$ cat src/rtl/apb_requester.sv
// APB requester: one valid/ready request becomes one SETUP+ACCESS transfer, and the result
// comes back on a valid/ready response port. An ACCESS timeout aborts a hung completer.
module apb_requester #(
   parameter int TIMEOUT = 256
) (
   input  logic        clock,
   input  logic        reset,
   input  logic        req_valid,
   output logic        req_ready,
   input  logic [31:0] req_addr,
   input  logic        req_write,
   input  logic [31:0] req_wdata,
   input  logic [3:0]  req_wstrb,
   input  logic [2:0]  req_prot,
   output logic        rsp_valid,
   input  logic        rsp_ready,
   output logic [31:0] rsp_rdata,
   output logic        rsp_err,
   output logic        rsp_timeout,
   output logic [31:0] out_paddr,
   output logic [2:0]  out_pprot,
   output logic        out_pwrite,
   output logic [31:0] out_pwdata,
   output logic [3:0]  out_pstrb,
   output logic        out_psel,
   output logic        out_penable,
   input  logic        out_pready,
   input  logic [31:0] out_prdata,
   input  logic        out_pslverr
);

   typedef enum logic [1:0] {IDLE, SETUP, ACCESS, RESP} state_t;

   localparam logic [15:0] CNT_LAST = (TIMEOUT == 0) ? 16'd0 : 16'(TIMEOUT - 1);

   state_t      state, state_nxt;
   logic [15:0] cnt;
   logic        accept;
   logic        timeout_hit;

   // req_ready is gated by reset so nothing is accepted while reset is held
   assign req_ready   = (state == IDLE) && !reset;
   assign accept      = req_valid && req_ready;
   assign timeout_hit = (TIMEOUT != 0) && !out_pready && (cnt == CNT_LAST);
   assign rsp_valid   = (state == RESP);

   always_ff @(posedge clock or posedge reset) begin
      if (reset) state <= IDLE;
      else       state <= state_nxt;
   end

   always_comb begin
      state_nxt = state;
      case (state)
         IDLE:    if (accept) state_nxt = SETUP;
         SETUP:   state_nxt = ACCESS;
         ACCESS:  if (out_pready || timeout_hit) state_nxt = RESP;
         RESP:    if (rsp_ready) state_nxt = IDLE;
         default: state_nxt = IDLE;
      endcase
   end

   always_ff @(posedge clock or posedge reset) begin
      if (reset) begin
         out_paddr   <= '0;
         out_pprot   <= '0;
         out_pwrite  <= 1'b0;
         out_pwdata  <= '0;
         out_pstrb   <= '0;
         out_psel    <= 1'b0;
         out_penable <= 1'b0;
         cnt         <= '0;
         rsp_rdata   <= '0;
         rsp_err     <= 1'b0;
         rsp_timeout <= 1'b0;
      end else begin
         case (state)
            IDLE: if (accept) begin
               out_paddr  <= req_addr;
               out_pprot  <= req_prot;
               out_pwrite <= req_write;
               out_pwdata <= req_write ? req_wdata : 32'd0;
               out_pstrb  <= req_write ? req_wstrb : 4'd0;
               out_psel   <= 1'b1;
            end
            SETUP: begin
               out_penable <= 1'b1;
               cnt         <= '0;
            end
            ACCESS: begin
               if (out_pready || timeout_hit) begin
                  // completion beats the timeout when both land on the same cycle
                  rsp_rdata   <= (out_pready && !out_pwrite) ? out_prdata : 32'd0;
                  rsp_err     <= out_pready ? out_pslverr : 1'b1;
                  rsp_timeout <= !out_pready;
                  out_paddr   <= '0;
                  out_pprot   <= '0;
                  out_pwrite  <= 1'b0;
                  out_pwdata  <= '0;
                  out_pstrb   <= '0;
                  out_psel    <= 1'b0;
                  out_penable <= 1'b0;
               end else begin
                  cnt <= cnt + 16'd1;
               end
            end
            RESP: if (rsp_ready) begin
               rsp_rdata   <= '0;
               rsp_err     <= 1'b0;
               rsp_timeout <= 1'b0;
            end
            default: ;
         endcase
      end
   end

endmodule

$ cat config.mk
export PLATFORM = sky130hd
export DESIGN_NAME = apb_requester
export DESIGN_NICKNAME = d
export VERILOG_FILES = /design/src/rtl/apb_requester.sv
export SDC_FILE = /design/constraint.sdc
export NUM_CORES = 1
export LEC_CHECK = 0
export CAP_MARGIN = 25
export CELL_PAD_IN_SITES_DETAIL_PLACEMENT = 2
export CELL_PAD_IN_SITES_GLOBAL_PLACEMENT = 2
export CORE_MARGIN = 1.5
export CORE_UTILIZATION = 24
export CTS_BUF_LIST = sky130_fd_sc_hd__clkbuf_8
export CTS_CLUSTER_SIZE = 8
export DETAILED_ROUTE_END_ITERATION = 16
export PLACE_DENSITY = 0.74
export SETUP_SLACK_MARGIN = 0.4
export SLEW_MARGIN = 25
export SYNTH_ARGS = -nofsm -noshare
export SYNTH_HDL_FRONTEND = slang
export SYNTH_SLANG_ARGS = --single-unit
$ cat constraint.sdc
create_clock -name clock -period 4.2 [get_ports clock]
set_input_delay 0.84 -clock clock [delete_from_list [all_inputs] [get_ports clock]]
set_output_delay 0.84 -clock clock [all_outputs]
set_load 0.02 [all_outputs]
==> impl_metrics.ini <==
[layout]
seq_area_mm2 = 0.00315
final_area_mm2 = 0.00815
diodes = 0
syn2layout_area_growth_pct = 56.2
layout.cells.non_filler = 929
final_layout_size_suffix_gt1_frac = 0.0795
multi_input_area_mm2 = 0.00193
fill_cells = 2163
final_nets = 757

[clock_tree]
cts-root-buf = clkbuf_8
cts_buffers = 17
hold_buffers = 0
cts.htree.levels = 4
clkSinkCount = 126
cts_resized = 0
path_clk_slew_ps = 90
clk_path_buf_depth = 2
tritoncts = done
cts_setup_buffers = 0
clock_latency_ps = 440

[critical_path]
timing.rr.end = out_pwdata[20]$_DFFE_PP0P_
max_stage_delay_ps = 620
r2r_setup_slack_ps = 1510
crit_chain = inv_1 -> ha_1 -> nor2b_1 -> clkdlybuf4s50_1
crit_arrival_ps = 2230
crit_fanout = 9
cp-startpoint = state[0]$_DFFE_PP0P_
r2r-start = state[0]$_DFFE_PP0P_
cp_top_family = buffers and inverters
crit_cells = 4
cp-start-kind = flop
cp-end-kind = output pin
crit_required_ps = 3360
worstRegToRegCells = 6
criticalPathCategory = reg -> out
slowest_stage = clkdlybuf4s50_1
crit_buf_inv = 2
crit_end = req_ready

[drt]
vias = 4551
drt-total-wl_um = 18600
wire_per_inst_um = 20.0
first_pass_iters = 6
ant_nets = 0
drc = 0
via_per_inst = 4.90
drt_iter0_drc = 128

[timing]
hold_violations = 0
slew_violations = 0
max_freq_ghz = 0.326
slew_headroom = 0.409
finalSetupViolations = 0
fin_crit_sh = 0.730
finalSetupTns_ps = 0
fin_worst_skew_ps = 16.8
layout_min_cycle_time_ps = 3070
rsz0062_at_grt = false
worst_pin_slew_ps = 878

[die]
core_mm2 = 0.0212
rows = 53
io_pins = 220
start_util = 0.247
die_area_mm2 = 0.0226
die_w_um = 150
die_y_um = 150

[synthesis]
synthesis.area_mm2 = 0.00522
synth_area_leaders = dfrtp_1 60%, a22o_1 13%, o2bb2ai_1 4.0%
synth_seq_cells = 126
synth.most_common_cell = dfrtp_1
synth_cell_types = 40
netlist_top_cells_count = 126 x dfrtp_1, 79 x a22o_1, 25 x clkbuf_1, 25 x nor2b_1
yosysTopAreaCell = dfrtp_1
async_flop_share = 1.00
synth-edff-count = 0
synth_seq_area_share = 0.604
yosysWarnings = 0
syn_avg_cell_area_um2 = 12.3
synthCells = 424
postSynthNetCount = 540
synth_top_area_frac = 0.604
synth-main-ff-cell = dfrtp_1

[global_route]
antenna_found_initial = 0
globalRouteOverflowTotal = 0
grt_pass1_vias = 5226
grt_start_max_net_pins = 77
grt_pass1_wl_um = 29500
grt_use_total = 0.170

[place]
place_area_mm2 = 0.00774
gp_congestion = 0.755
placedCellCount = 897
hpwl_um = 13300
io_buffers = 219

[min_path]
min_path_type = reg -> reg

[pwr]
power_frac_seq = 0.335
p_per_area_mw_per_mm2 = 722
p_clk_frac = 0.186
switching_share = 0.403
vdd_drop_max_uv = 315
power_frac_comb = 0.479
p_sw_mw = 2.37
p_int_mw = 3.51
p_leak_nw = 3.55

[status]
status = completed

[job]
drv_cap = 0
-- metrics by stage --
step | utilization | worst slack (ps) | hold WS [ps] | power (mW)
final | 0.385 | 1130 | 484 | 5.88
after global routing | 0.385 | 950 | 523 | 6.26
after CTS | 0.385 | 1070 | 491 | 5.99
after detailed placement | 0.366 | 1030 | 484 | 4.83
after global placement | 0.366 | 1150 | 472 | 4.72
after floorplan | - | 123 | 449 | 3.41
-- power groups by stage --
stage          Clock, mW  Sequential [mW]  Combinational [mW]
2_1_floorplan          0             2.44               0.973
3_3_place_gp           0             1.96                2.76
3_5_place_dp           0             1.98                2.86
4_1_cts             1.14             1.98                2.86
5_1_grt             1.20             2.03                3.03
6_report            1.10             1.97                2.82
-- state kept, by name (all words and copies together), names as in the netlist, 2 cells and up --
signal / count
cnt: 16
rsp_rdata: 32
out_pwdata: 32
out_pstrb: 4
out_pprot: 3
state: 2
out_paddr: 32
-- how the worst min path moves through the flow --
stage	endpoint	start	slack (ps)	depth (start not counted)
after detailed placement	out_pwdata[11]$_DFFE_PP0P_	out_pwdata[11]$_DFFE_PP0P_	480	1
after global routing	out_pwdata[15]$_DFFE_PP0P_	out_pwdata[15]$_DFFE_PP0P_	520	1
after floorplan	cnt[15]$_DFFE_PP0P_	cnt[15]$_DFFE_PP0P_	450	1
after global placement	cnt[15]$_DFFE_PP0P_	cnt[15]$_DFFE_PP0P_	470	1
final	cnt[15]$_DFFE_PP0P_	cnt[15]$_DFFE_PP0P_	480	1
after CTS	cnt[15]$_DFFE_PP0P_	cnt[15]$_DFFE_PP0P_	490	1
-- cell usage in the layout (no fill, tap or decap), types with 4 or more instances in the layout --
cell	netlist	final
clkdlybuf4s50_1	0	219
dfrtp_1	126	126
a22o_1	79	79
nor2b_1	25	25
a21oi_1	24	24
o2bb2ai_1	24	24
clkbuf_8	0	18
nand2_1	15	15
mux2i_1	11	11
nand3_1	10	10
inv_1	10	9
buf_4	0	9
and2_1	6	6
ha_1	6	6
nor2_1	5	5
nand4_1	5	5
o211ai_1	5	5
a31oi_1	5	5
and3_1	4	4
clkinv_4	0	4
-- cell type report --
class / count / area share
clock buffer: 18 / 0.0304
multi-input combinational: 256 / 0.237
tap: 275 / 0.0422
inverter: 11 / 0.00553
sequential: 126 / 0.387
timing repair buffer: 229 / 0.279
clock inverter: 14 / 0.0193
-- cells by family after synthesis --
group	after synthesis	synth area share
AO/OA/AOI/OAI	154	0.234
adder cells (fa/ha/maj)	6	0.0144
buffers and inverters	42	0.0309
flip-flops	126	0.604
multiplexers	12	0.0233
AND/OR/NAND/NOR	84	0.0937
-- metal layers --
layer  up-vias  wire (um)  GRT usage
met5         -          0          0
met4         0        249     0.0564
met3        18       1390     0.0600
met2       145       9490      0.285
met1      2359       7450      0.202
li1       2029          -          -
(Power assumes the default switching activity.)
